<file path="config.mk">
export PLATFORM = sky130hd
export DESIGN_NAME = exmem_pipe
export DESIGN_NICKNAME = d
export VERILOG_FILES = /design/src/rtl/exmem_pipe.sv
export SDC_FILE = /design/constraint.sdc
export NUM_CORES = 1
export LEC_CHECK = 0
export BUFFER_PORTS_ARGS = -buffer_cell sky130_fd_sc_hd__buf_2
export CAP_MARGIN = 10
export CORE_MARGIN = 2
export CORE_UTILIZATION = 49
export DETAILED_ROUTE_END_ITERATION = 16
export PLACE_DENSITY = 0.85
export RECOVER_POWER = 100
export SLEW_MARGIN = 20
export SYNTH_ARGS = -nofsm -noshare
export SYNTH_HDL_FRONTEND = slang
export SYNTH_SLANG_ARGS = --single-unit
export TNS_END_PERCENT = 100
</file>
<file path="constraint.sdc">
create_clock -name clk -period 2.7 [get_ports clk]
set_input_delay 0.135 -clock clk [delete_from_list [all_inputs] [get_ports clk]]
set_output_delay 0.135 -clock clk [all_outputs]
set_load 0.05 [all_outputs]
</file>
<file path="src/rtl/exmem_pipe.sv">
// EX/MEM pipeline register: captures execute results under stall/flush control and exports
// registered branch-resolution and forwarding qualifiers. Define EXMEM_STALL_CNT_EN for the stall counter.
module exmem_pipe #(
    parameter int DATA_W       = 32,
    parameter int REG_W        = 5,
    parameter int WB_W         = 2,
    parameter int M_W          = 3,
    parameter int BRANCH_BIT   = 0,
    parameter int REGWRITE_BIT = 0,
    parameter int CNT_W        = 16
) (
    input  logic              clk,
    input  logic              rst,
    input  logic              Stall,
    input  logic              Flush,
    input  logic              ValidIn,
    input  logic [0:WB_W-1]   WBIn,
    input  logic [0:M_W-1]    MIn,
    input  logic [0:DATA_W-1] ALUResult,
    input  logic [0:DATA_W-1] AddResult,
    input  logic              ZeroIn,
    input  logic [0:DATA_W-1] RDIn2,
    input  logic [0:REG_W-1]  MuxIn,
    output logic              ValidOut,
    output logic [0:WB_W-1]   WBOut,
    output logic [0:M_W-1]    MOut,
    output logic [0:DATA_W-1] ALUResultOut,
    output logic [0:DATA_W-1] AddResultOut,
    output logic              ZeroOut,
    output logic [0:DATA_W-1] RDOut2,
    output logic [0:REG_W-1]  MuxOut,
    output logic              BranchTaken,
    output logic              FwdValid
`ifdef EXMEM_STALL_CNT_EN
    ,
    output logic [0:CNT_W-1]  StallCount
`endif
);

    if (BRANCH_BIT < 0 || BRANCH_BIT >= M_W || REGWRITE_BIT < 0 || REGWRITE_BIT >= WB_W ||
        DATA_W < 1 || REG_W < 1 || CNT_W < 1) begin : g_bad_params
        $error("exmem_pipe: inconsistent parameter set");
    end

    logic              valid_p0;
    logic [0:WB_W-1]   wb_p0;
    logic [0:M_W-1]    m_p0;
    logic              zero_p0;
    logic [0:DATA_W-1] alu_p0;
    logic [0:DATA_W-1] add_p0;
    logic [0:DATA_W-1] rd2_p0;
    logic [0:REG_W-1]  dst_p0;

    logic [0:WB_W-1]   wb_gated;
    logic [0:M_W-1]    m_gated;
    logic              zero_gated;

    // A non-instruction in EX must enter MEM with all side-effect controls cleared.
    always_comb begin
        wb_gated   = '0;
        m_gated    = '0;
        zero_gated = 1'b0;
        if (ValidIn) begin
            wb_gated   = WBIn;
            m_gated    = MIn;
            zero_gated = ZeroIn;
        end
    end

    // ---- EX -> MEM boundary: control fields (flush clears them, data fields keep) ----
    always_ff @(posedge clk) begin
        if (rst) begin
            valid_p0 <= 1'b0;
            wb_p0    <= '0;
            m_p0     <= '0;
            zero_p0  <= 1'b0;
        end else if (Flush) begin
            valid_p0 <= 1'b0;
            wb_p0    <= '0;
            m_p0     <= '0;
            zero_p0  <= 1'b0;
        end else if (!Stall) begin
            valid_p0 <= ValidIn;
            wb_p0    <= wb_gated;
            m_p0     <= m_gated;
            zero_p0  <= zero_gated;
        end
    end

    always_ff @(posedge clk) begin
        if (rst) begin
            alu_p0 <= '0;
            add_p0 <= '0;
            rd2_p0 <= '0;
            dst_p0 <= '0;
        end else if (!Flush && !Stall) begin
            alu_p0 <= ALUResult;
            add_p0 <= AddResult;
            rd2_p0 <= RDIn2;
            dst_p0 <= MuxIn;
        end
    end

    assign ValidOut     = valid_p0;
    assign WBOut        = wb_p0;
    assign MOut         = m_p0;
    assign ZeroOut      = zero_p0;
    assign ALUResultOut = alu_p0;
    assign AddResultOut = add_p0;
    assign RDOut2       = rd2_p0;
    assign MuxOut       = dst_p0;

    // Qualifiers derive only from registered state, so no input-to-output path exists.
    assign BranchTaken = valid_p0 & m_p0[BRANCH_BIT] & zero_p0;
    assign FwdValid    = valid_p0 & wb_p0[REGWRITE_BIT] & (dst_p0 != '0);

`ifdef EXMEM_STALL_CNT_EN
    logic [0:CNT_W-1] stall_cnt_p0;

    // Saturating: a long stall pins the counter at all-ones rather than wrapping.
    always_ff @(posedge clk) begin
        if (rst) begin
            stall_cnt_p0 <= '0;
        end else if (Stall && !Flush && (stall_cnt_p0 != {CNT_W{1'b1}})) begin
            stall_cnt_p0 <= stall_cnt_p0 + CNT_W'(1);
        end
    end

    assign StallCount = stall_cnt_p0;
`endif

endmodule

</file>
==> impl_metrics.json <==
{
  "cts_tree": "built",
  "syn_nets": 605,
  "clkPwrFrac": 0.281,
  "hold-path-endpoint": "MOut[1]",
  "crit_fanout": 95,
  "p_int_w": 0.00220,
  "grt_first_pass_wirelength_um": 17800,
  "gp_congestion": 0.771,
  "pwr-share-seq": 0.529,
  "synth.area.top_cells": "dfxtp_1 48%, or3b_1 20%, a21oi_1 12%",
  "clk_pin_slew_worst_paths_ns": 0.11,
  "critical_path.startpoint_type": "primary input",
  "numCtsBuffers": 9,
  "netlist.area_leader.share": 0.483,
  "clock_path_buffers": 2,
  "crit_chain": "clkbuf_2 > clkbuf_2 > o21ai_0 > a21oi_1",
  "maxSlewHeadroom": 0.00955,
  "grt_antenna_before_repair": 0,
  "post_synth_num_cell_types": 18,
  "critPathRequiredTime_ns": 2.97,
  "grt_usage": 0.217,
  "die-area_sq_um": 9910,
  "hp-class": "in -> reg",
  "first_iter_violations": 136,
  "hpwl_um": 7780,
  "cts_hold_buf": 0,
  "yosysWarnings": 0,
  "crit_path_end_kind": "register",
  "cts.sinks": 108,
  "sw_frac_of_total": 0.315,
  "wire_per_inst_um": 14.5,
  "grt_max_degree": 96,
  "io_buffer_count": 221,
  "first_pass_iters": 4,
  "setup_viol_count_final": 0,
  "pin_count": 222,
  "drive_gt1_frac": 0.196,
  "die_h_um": 99.6,
  "slowest_delay_ns": 1.05,
  "r2r_end": "RDOut2[29]",
  "holdWs_ns": 0.0558,
  "cts_resized": 0,
  "ys_ff_latch": 108,
  "die_w_um": 99.6,
  "regArea_sq_um": 2160,
  "core-area_sq_um": 8810,
  "syn_area_per_cell_sq_um": 9.08,
  "status": "finished, final reports clean",
  "drv_slew": 0,
  "critPathKind": "in -> reg",
  "syn-cell-area_sq_um": 4470,
  "clkLatencyLatePin_ns": 0.33,
  "timing.final.crit_period_ns": 1.93,
  "synth_top_area_cell": "dfxtp_1",
  "synth_seq_area_share": 0.483,
  "hold_depth": 3,
  "hold_start": "MIn[1]",
  "timing.final.crit_share": 0.714,
  "cp_slowest_cell": "clkbuf_2",
  "power_density_nw_per_um2": 578,
  "crit_top_cell": "clkbuf_2",
  "htreeDepth": 3,
  "antenna_cells": 0,
  "power_switching_w": 0.00101,
  "synthCells": 493,
  "fmax_mhz": 519,
  "synthToLayoutAreaGrowth_pct": 23.8,
  "layout.nets": 785,
  "tns_ns": 0,
  "place_area_sq_um": 5500,
  "drc": 0,
  "fin_skew_ns": 0,
  "r2r_cells": 2,
  "rsz0062_at_grt": "no",
  "r2r-start": "RDOut2[29]",
  "final_area_sq_um": 5540,
  "wl_um": 11400,
  "comb_power_share": 0.189,
  "dr_total_vias": 4196,
  "grt_pass1_vias": 3818,
  "grt.overflow.total": 0,
  "multi_input_area_sq_um": 2040,
  "row_count": 34,
  "final_antenna_net_count": 0,
  "initial_core_util": 0.508,
  "tightest_slew_ns": 1.49,
  "maxCapViolCount": 0,
  "worstPathArrival_ns": 2.19,
  "hold_viol_final": 0,
  "fill_cells": 812,
  "cts_root_buf": "clkbuf_8",
  "regToRegSetupSlack_ns": 1.93,
  "ir_worst_vdd_v": 0.000345,
  "via_per_inst": 5.34,
  "p_leak_nw": 2.08,
  "post_cts_buffers": 0
}
## placed cells by master, fill, tap and decap left out, types with 6 or more instances in the layout
cell / instances
a21oi_1: 107
buf_2: 108
buf_4: 6
clkbuf_1: 111
clkbuf_8: 10
dfxtp_1: 108
nand2_1: 6
nand3b_1: 6
o21ai_0: 95
o21ai_1: 6
or3b_1: 101
## worst max-delay path: cells and delay by family
kind	cells	cell delay [ns]
AO/OA/AOI/OAI	2	0.38
buffers and inverters	2	1.65
## cell families after synthesis
kind of cell    after synthesis  share of synthesized area
simple gates                117                      0.218
compound gates              209                      0.235
mux                           1                    0.00224
flops                       108                      0.483
buf+inv                      58                     0.0618
## worst max-delay path by stage
stage | start | endpoint | cells past startpoint
2_1_floorplan | MuxOut[0] | FwdValid | 2
3_3_place_gp | Flush | ALUResultOut[26] | 4
3_5_place_dp | Flush | ALUResultOut[16] | 4
4_1_cts | MuxOut[0] | FwdValid | 3
5_1_grt | Stall | ALUResultOut[16] | 4
6_report | Stall | ALUResultOut[16] | 4
## flip-flops by register name, indices dropped and copies added, names as in the netlist
name / flops
ALUResultOut: 32
AddResultOut: 32
RDOut2: 32
MuxOut: 5
MOut: 3
WBOut: 2
ValidOut: 1
ZeroOut: 1
## through the flow
step | setup slack [ns] | cells | utilization | power (W)
CTS | 0.969 | 786 | 0.645 | 0.00326
finish | 0.772 | 786 | 0.629 | 0.00320
detailed placement | 1.10 | 770 | 0.625 | 0.00236
global placement | 1.20 | 770 | 0.625 | 0.00234
global route | 0.471 | 786 | 0.629 | 0.00335
floorplan | 1.21 | 493 | - | 0.00218
## Yosys cell counts
cell and n:
o21ai_1 6, o311a_1 1, buf_6 5, clkbuf_2 4, clkbuf_1 44, and3_1 1, or3_1 1, o21ai_0 95
buf_2 4, a21oi_1 107, or2_2 1, dfxtp_1 108, buf_8 1, mux2i_1 1, or3b_1 101, nor2_1 1
nand3b_1 6, nand2_1 6
## power by group through the flow
stage	combinational, W	sequential [W]	clock, W
floorplan	0.000206	0.00198	0
global placement	0.000612	0.00173	0
detailed placement	0.000627	0.00173	0
CTS	0.000627	0.00170	0.000934
global route	0.000652	0.00171	0.000997
finish	0.000607	0.00170	0.000901
## final cells by class
type | instances | area share
clock buffers | 11 | 0.0255
clock inverters | 5 | 0.00678
multi-input cells | 327 | 0.367
flip-flops and latches | 108 | 0.390
well taps | 108 | 0.0244
repair buffers | 227 | 0.186
## layer usage
metal,vias up,wire (um),track usage
met5,-,0,0
met4,0,213,0.0769
met3,18,822,0.0668
met2,147,5500,0.357
met1,1892,4860,0.269
li1,2139,-,-
Power figures use the tool's default switching activity.
